--- config.mk ---
export PLATFORM = sky130hd
export DESIGN_NAME = rf_wport_arb
export DESIGN_NICKNAME = d
export VERILOG_FILES = /design/src/rtl/rf_wport_arb.sv
export SDC_FILE = /design/constraint.sdc
export NUM_CORES = 1
export LEC_CHECK = 0
export ABC_AREA = 1
export CAP_MARGIN = 20
export CORE_UTILIZATION = 33
export CTS_BUF_LIST = sky130_fd_sc_hd__clkbuf_8
export CTS_CLUSTER_DIAMETER = 60
export DETAILED_ROUTE_END_ITERATION = 6
export PLACE_DENSITY = 0.92
export SLEW_MARGIN = 30
export SYNTH_ARGS = -nofsm -noshare
export SYNTH_HDL_FRONTEND = slang
export SYNTH_SLANG_ARGS = --single-unit
--- constraint.sdc ---
create_clock -name clk -period 2.15 [get_ports clk]
set_input_delay 0.5375 -clock clk [delete_from_list [all_inputs] [get_ports clk]]
set_output_delay 0.5375 -clock clk [all_outputs]
set_load 0.01 [all_outputs]
--- src/rtl/rf_wport_arb.sv ---
// rf_wport_arb: write-port controller for a 32x32 register file.
//
// Arbitrates the single RF write port between three sources, highest priority first:
//   1. core writeback (wb_*), passed straight through whenever wb_we=1
//   2. the internal clear sequencer (state CLEAR)
//   3. a debug write requester (dbg_*), served only in IDLE
// The clear sequencer writes 0 to x1..x31, except that x2 gets SP_INIT and x3 gets GP_INIT.
//
// Ports:
//   clk, rstn            clock, asynchronous active-low reset
//   wb_we/wb_wa/wb_wd    core writeback request
//   dbg_req/dbg_wa/dbg_wd debug write request (held until acked)
//   dbg_ack              combinational grant; RF write lands on the next clk edge
//   clr_start            starts a clear (sampled in IDLE only)
//   busy                 clear in progress (CLEAR or DONE), registered
//   clr_done             one-cycle pulse in the cycle after the final clear write
//   rf_we/rf_wa/rf_wd    RF write port
module rf_wport_arb #(
    parameter int unsigned         XLEN    = 32,
    parameter logic [XLEN-1:0]     SP_INIT = 32'h2ffc,
    parameter logic [XLEN-1:0]     GP_INIT = 32'h1800
) (
    input  logic            clk,
    input  logic            rstn,

    input  logic            wb_we,
    input  logic [4:0]      wb_wa,
    input  logic [XLEN-1:0] wb_wd,

    input  logic            dbg_req,
    input  logic [4:0]      dbg_wa,
    input  logic [XLEN-1:0] dbg_wd,
    output logic            dbg_ack,

    input  logic            clr_start,
    output logic            busy,
    output logic            clr_done,

    output logic            rf_we,
    output logic [4:0]      rf_wa,
    output logic [XLEN-1:0] rf_wd
);

    typedef enum logic [1:0] {
        StIdle  = 2'd0,
        StClear = 2'd1,
        StDone  = 2'd2
    } state_e;

    state_e     state_q, state_d;
    logic [4:0] cnt_q, cnt_d;
    logic       busy_q;
    logic       done_q;

    logic [XLEN-1:0] clr_wd;

    // Next-state logic. A writeback in CLEAR stalls the counter so the suppressed
    // clear write is retried on the next free cycle.
    always_comb begin
        state_d = state_q;
        cnt_d   = cnt_q;
        unique case (state_q)
            StIdle: begin
                if (clr_start) begin
                    state_d = StClear;
                    cnt_d   = 5'd1;
                end
            end
            StClear: begin
                if (!wb_we) begin
                    if (cnt_q == 5'd31) begin
                        state_d = StDone;
                        cnt_d   = 5'd0;
                    end else begin
                        cnt_d = cnt_q + 5'd1;
                    end
                end
            end
            StDone: begin
                state_d = StIdle;
            end
            default: begin
                state_d = StIdle;
                cnt_d   = 5'd0;
            end
        endcase
    end

    always_ff @(posedge clk or negedge rstn) begin
        if (!rstn) begin
            state_q <= StIdle;
            cnt_q   <= 5'd0;
            busy_q  <= 1'b0;
            done_q  <= 1'b0;
        end else begin
            state_q <= state_d;
            cnt_q   <= cnt_d;
            // Status flags are registered decodes of the next state so they track state_q.
            busy_q  <= (state_d != StIdle);
            done_q  <= (state_d == StDone);
        end
    end

    assign busy     = busy_q;
    assign clr_done = done_q;

    always_comb begin
        unique case (cnt_q)
            5'd2:    clr_wd = SP_INIT;
            5'd3:    clr_wd = GP_INIT;
            default: clr_wd = '0;
        endcase
    end

    // Write-port mux; wb wins unconditionally, including wa=0 which the RF discards.
    always_comb begin
        rf_we   = 1'b0;
        rf_wa   = 5'd0;
        rf_wd   = '0;
        dbg_ack = 1'b0;
        if (wb_we) begin
            rf_we = 1'b1;
            rf_wa = wb_wa;
            rf_wd = wb_wd;
        end else if (state_q == StClear) begin
            rf_we = 1'b1;
            rf_wa = cnt_q;
            rf_wd = clr_wd;
        end else if ((state_q == StIdle) && dbg_req) begin
            dbg_ack = 1'b1;
            rf_we   = 1'b1;
            rf_wa   = dbg_wa;
            rf_wd   = dbg_wd;
        end
    end

endmodule

=== Word-level counts from Yosys, hierarchy flattened ===
Cells that the tools add are included.

* Bits in registers: 9
* Word-level logic and storage cells: 38

* Add/subtract/negate cells: 1
* Equality and inequality tests: 8
* Mux-type cells: 20
* Bitwise logic cells: 1
* Reduce and logical (&&, ||, !) cells: 4

{| class="wikitable"
|+ Operators with widths
! kind !! count
|-
| 32-bit 2-to-1 mux || 3
|-
| 5-bit 2-to-1 mux || 6
|-
| 14-bit case mux with 2 select lines || 1
|-
| 5-bit case mux with 3 select lines || 1
|-
| 5-bit by 2-bit equality test with 1-bit output, second input constant || 2
|-
| 2-bit 2-to-1 mux || 3
|-
| 5-bit by 1-bit adder with 5-bit output, second input constant || 1
|-
| 5-bit equality test, second input constant || 1
|-
| 1-bit 2-to-1 mux || 5
|-
| 2-bit equality test, second input constant || 2
|-
| 2-bit inequality test, second input constant || 2
|-
| 2-bit case mux with 2 select lines || 1
|-
| 3-bit AND reduction || 1
|-
| 2-bit by 1-bit equality test with 1-bit output, second input constant || 1
|-
| 2-bit logical NOT || 1
|-
| 2-bit nonzero test || 1
|-
| 1-bit logical AND || 1
|-
| 1-bit inverter || 1
|}

=== Longest topological paths before layout ===
* Depth after elaboration: 5
* Gate-level depth with buffers: 9
* Gate-level depth less buffers: 9

=== Least setup slack after synthesis ===
OpenSTA, ideal clock, no wires.

* Path type: register to output
* From: register cnt_q[0]
* To: output port rf_wd[2]
* Arrival: 1,170 ps
* Slack: 443 ps
* Cell stages (with the launch flop): 7
* Buffers on the path: 0
* Cell sequence: dfrtp_1 -> inv_1 -> ha_1 -> inv_1 -> nor2_1 -> nand4_4 -> nand3_1

* Word-level cells in the longest chain between the ends: 4

{| class="wikitable"
|+ Ends and longest elaborated chain
! item !! line !! source
|-
| from (decl) || 51 || <nowiki>logic [4:0] cnt_q, cnt_d;</nowiki>
|-
| from (signal assigned) || 97 || <nowiki>cnt_q <= cnt_d;</nowiki>
|-
| 5-bit by 2-bit equality test with 1-bit output || 108 || <nowiki>unique case (cnt_q)</nowiki>
|-
| 14-bit case mux with 2 select lines (*) || 108 ||
|-
| 32-bit 2-to-1 mux (*) || 125 || <nowiki>end else if (state_q == StClear) begin</nowiki>
|-
| 32-bit 2-to-1 mux (*) || 121 || <nowiki>if (wb_we) begin</nowiki>
|-
| to (decl) || 41 || <nowiki>output logic [XLEN-1:0] rf_wd</nowiki>
|}

Mark *: on every way between the ends. The rest lies on a longest branch, timed or not.

=== Worst setup path after layout ===
* From: register state_q[1]
* To: output port rf_wd[10]

* Word-level cells in the longest chain between the ends: 5

{| class="wikitable"
|+ Ends and longest elaborated chain
! item !! line !! source
|-
| from (decl) || 50 || <nowiki>state_e state_q, state_d;</nowiki>
|-
| from (signal assigned) || 91 || <nowiki>state_q <= StIdle;</nowiki>
|-
| from (signal assigned) || 96 || <nowiki>state_q <= state_d;</nowiki>
|-
| 2-bit logical NOT || 129 || <nowiki>end else if ((state_q == StIdle) && dbg_req) begin</nowiki>
|-
| 1-bit logical AND || 129 ||
|-
| 32-bit 2-to-1 mux || 129 ||
|-
| 32-bit 2-to-1 mux (*) || 125 ||
|-
| 32-bit 2-to-1 mux (*) || 121 ||
|}

Marks and branches as above.

==> out/results.md <==
| Stage | Result | Reported |
| --- | --- | --- |
| worst setup path | Category of the critical setup timing path | reg -> out |
| worst setup path | Slowest stage delay, CP | 0.42 ns |
| cts | Number of CTS-inserted buffers | 3 |
| worst setup path | CP arrival | 1.69 ns |
| worst setup path | Highest-delay cell along the critical path | dfrtp_1 |
| place | HPWL reported at the end of detailed placement | 3585 µm |
| worst setup path | Critical path capture point type | output pin |
| layout | Post-layout nets | 436 |
| floorplan | Total core area | 3416 µm² |
| timing | Setup skew after layout | 0.004633 ns |
| timing | Max-slew violation count | 0 |
| synthesis | Summed instance area of the synthesized netlist | 1200 µm² |
| worst setup path | Length in cells of the worst reg-to-reg path | 11 |
| timing | Final Cycle Share | 103.4% |
| synthesis | Commonest cells in the synthesized netlist | nand2_1, nand3_1, nand2_2 |
| worst setup path | Worst-path fanout max | 4 |
| global routing | Overall fraction of global-route tracks in use | 27.22% |
| detailed routing | Sum of routed wire length over all layers | 5800 µm |
| floorplan | Number of core rows | 21 |
| cts | CTS Root Cell | clkbuf_8 |
| detailed routing | Post-route antenna net violation count | 0 |
| synthesis | Sequential-to-total area share from yosys stat | 18.77% |
| worst setup path | End of the worst register-to-register path | cnt_q[3] |
| layout | Fill cell total of the finished layout | 206 |
| detailed routing | Count of routing violations after the opening detailed-route iteration | 70 |
| worst setup path | Req. time, crit path | 1.61 ns |
| worst setup path | Buffering stage count on the worst path with inverters included | 6 |
| worst setup path | Critical path's most frequent cell | buf_6 |
| cts | Clock-pin slew on the worst setup and hold paths | 0.05 ns |
| place | Pre-CTS setup slack | -0.5965 ns |
| place | Area after detailed placement | 2527 µm² |
| synthesis | Top cell type by total area after synthesis | nand2_1 |
| run status | Failing checks | setup timing |
| synthesis | Post-synthesis async set-or-reset flop share | 100.0% |
| pwr | Leakage power | 1.485 nW |
| timing | Worst max-slew margin expressed relative to the limit | 70.14% |
| layout | Fraction of final layout cells with drive strength greater than 1 | 36.26% |
| detailed routing | Ratio of routed vias to standard cells | 4.817 |
| detailed routing | Detailed-route via count | 1922 |
| floorplan | Overall die height | 62.30 µm |
| floorplan | Floorplan die area | 3881 µm² |
| flow run | Max-capacitance violation count | 0 |
| worst setup path | Cells along the critical path | buf_6, nor2_4, buf_6, nand4_4, buf_6, buf_6, buf_6, nand3_4, buf_6 |
| timing | RSZ-0062 raised after global routing | true |
| timing | Fmax achieved | 449.8 MHz |
| worst setup path | CP top delay family | buffers and inverters |
| layout | Total non-filler cell area in the finished layout | 2849 µm² |
| synthesis | Number of nets in the synthesized netlist | 275 |
| global routing | Via count of the first global-routing pass | 1949 |
| place | Number of I/O port buffers | 119 |
| timing | Final-report hold violation count | 0 |
| cts | Clock Sink Count | 9 |
| timing | Slew @ Worst Pin | 0.4465 ns |
| floorplan | Starting utilization of the core area | 35.13% |
| synthesis | Share of Yosys cell area claimed by the top area cell type | 27.84% |
| synthesis | Synth Instances | 193 |
| pwr | Largest voltage drop on the vdd net | 0.4959 mV |
| synthesis | Commonest register cell after synthesis | dfrtp_1 |
| detailed routing | First drt pass iteration count | 4 |
| detailed routing | Amount of wire on met3 after detailed routing | 433 µm |
| synthesis | Most frequent cell after synthesis | nand2_1 |
| timing | Final-layout setup total negative slack | -0.2691 ns |
| timing | Final number of setup-violating endpoints | 6 |
| global routing | Remaining Overflow, GRT | 0 |
| synthesis | Synth Register Bits | 9 |
| cts | Number of H-tree branching levels | 1 |
| detailed routing | Routed length on met2 | 3180 µm |
| place | Placer's final routability congestion estimate | 0.8160 |
| pwr | P per Cell Area | 713.4 nW/µm² |
| cts | Maximum number of buffers from clock root to sink | 2 |
| pwr | Sum of internal, switching and leakage power | 2.032 mW |
| detailed routing | Top routing layer used | met4 |
| synthesis | Area contributors post-synth | nand2_1, dfrtp_1, nand2_2 |
| worst setup path | Setup slack on the worst flop-to-flop path | 0.34 ns |
| floorplan | Number of ports placed on the die boundary | 120 |
| timing | Final worst slack | -0.07310 ns |
| detailed routing | WL per Instance | 14.54 µm |
| cts | CTS Hold Buffers Added | 0 |
| global routing | Number of antenna violations at the first check in global routing | 0 |
| min path | Type of the tightest min-delay check | in -> async |
| synthesis | Distinct cell type count after synthesis | 20 |
| layout | Util after Layout | 83.41% |
| global routing | First-pass GRT wire length | 8452 µm |
| timing | Crit path time final | 2.223 ns |
| synthesis | Average cell area after synthesis | 6.217 µm² |
| layout | Synth-to-layout area growth | 137.4% |
| worst setup path | Launching element type of the critical path | flop |
| synthesis | Number of warnings issued by yosys | 0 |
| cts | CTS tree | done |
| cts | Worst skew pair latency | 0.24 ns |
| layout | Count of inserted antenna diode cells | 0 |
| detailed routing | Final routed DRC violation total | 0 |
| run status | Run status | finished, violations left |
| synthesis | Number of synthesized flops with an enable pin | 0 |
| floorplan | Die Wd | 62.30 µm |
| detailed routing | Met1 routed wirelength after detailed routing | 1981 µm |
| worst setup path | Launching point of the worst reg2reg path | cnt_q[1] |
| global routing | Pin count of the biggest net entering global routing | 23 |
-- power by group --
group	switching, mW	internal, mW	total (mW)
registers	0.0534	0.234	0.288
logic	0.730	0.816	1.55
clock network	0.0736	0.125	0.198
total	0.857	1.17	2.03
-- layout make-up --
type | count | area (µm²) | area share (%)
multi-input cells | 167 | 934.6 | 32.81
inverters | 10 | 37.54 | 1.318
repair buffers | 163 | 1549 | 54.37
well taps | 46 | 57.56 | 2.020
clock inverters | 1 | 3.754 | 0.1318
flip-flops and latches | 9 | 225.2 | 7.905
clock buffers | 3 | 41.29 | 1.449
-- how the worst max path moves through the flow --
stage                     startpoint         to  cells after the start
after floorplan             cnt_q[0]   rf_wd[2]                      6
after global placement         wb_we   rf_wd[2]                      5
after detailed placement       wb_we  rf_wd[12]                      6
after CTS                   cnt_q[0]  rf_wd[10]                     10
after global routing      state_q[1]  rf_wd[10]                      9
final                     state_q[1]  rf_wd[10]                      9
-- kinds of logic (layout without fill, tap and decap cells) --
family / count (synthesis) / after routing / synth area share (%)
DFF: 9 / 9 / 18.77
buffers and inverters: 18 / 177 / 10.53
and+or+nand+nor: 157 / 158 / 64.96
AOI/OAI and AO/OA: 6 / 6 / 2.607
adders and majority gates: 3 / 3 / 3.129
-- stage by stage --
stage / cells / hold slack (ns)
floorplan: 193 / 0.2419
global placement: 369 / 0.6011
detailed placement: 369 / 0.6052
CTS: 393 / 0.6113
global route: 399 / 0.6505
finish: 399 / 0.6138
-- what timing repair did --
action,in CTS,in global routing
resized for setup,147,42
pin swaps,7,8
setup endpoints to repair,39,33
gates cloned,2,0
setup buffers,18,6
-- sequential cells by signal (all words and copies together), names as in the netlist --
register,count
busy,1
clr_done,1
cnt_q,5
state_q,2
-- layout by cell type, fill, tap and decap left out, types with 4 or more instances in the layout --
master / instances
inv_1: 7
nand3_2: 9
nor2_1: 10
nand2_1: 86
nand3_1: 18
inv_2: 4
buf_2: 17
clkdlybuf4s50_1: 78
dfrtp_1: 9
buf_4: 23
buf_6: 28
clkbuf_2: 4
nand2_2: 21
dlygate4sd2_1: 5
-- layer usage --
| layer | vias to the layer above | track usage [%] |
|---|---|---|
| met5 | - | 0 |
| met4 | 0 | 12.50 |
| met3 | 19 | 4.596 |
| met2 | 110 | 53.02 |
| met1 | 865 | 27.82 |
| li1 | 928 | - |
Note: power is estimated with default switching activity, not from simulation.
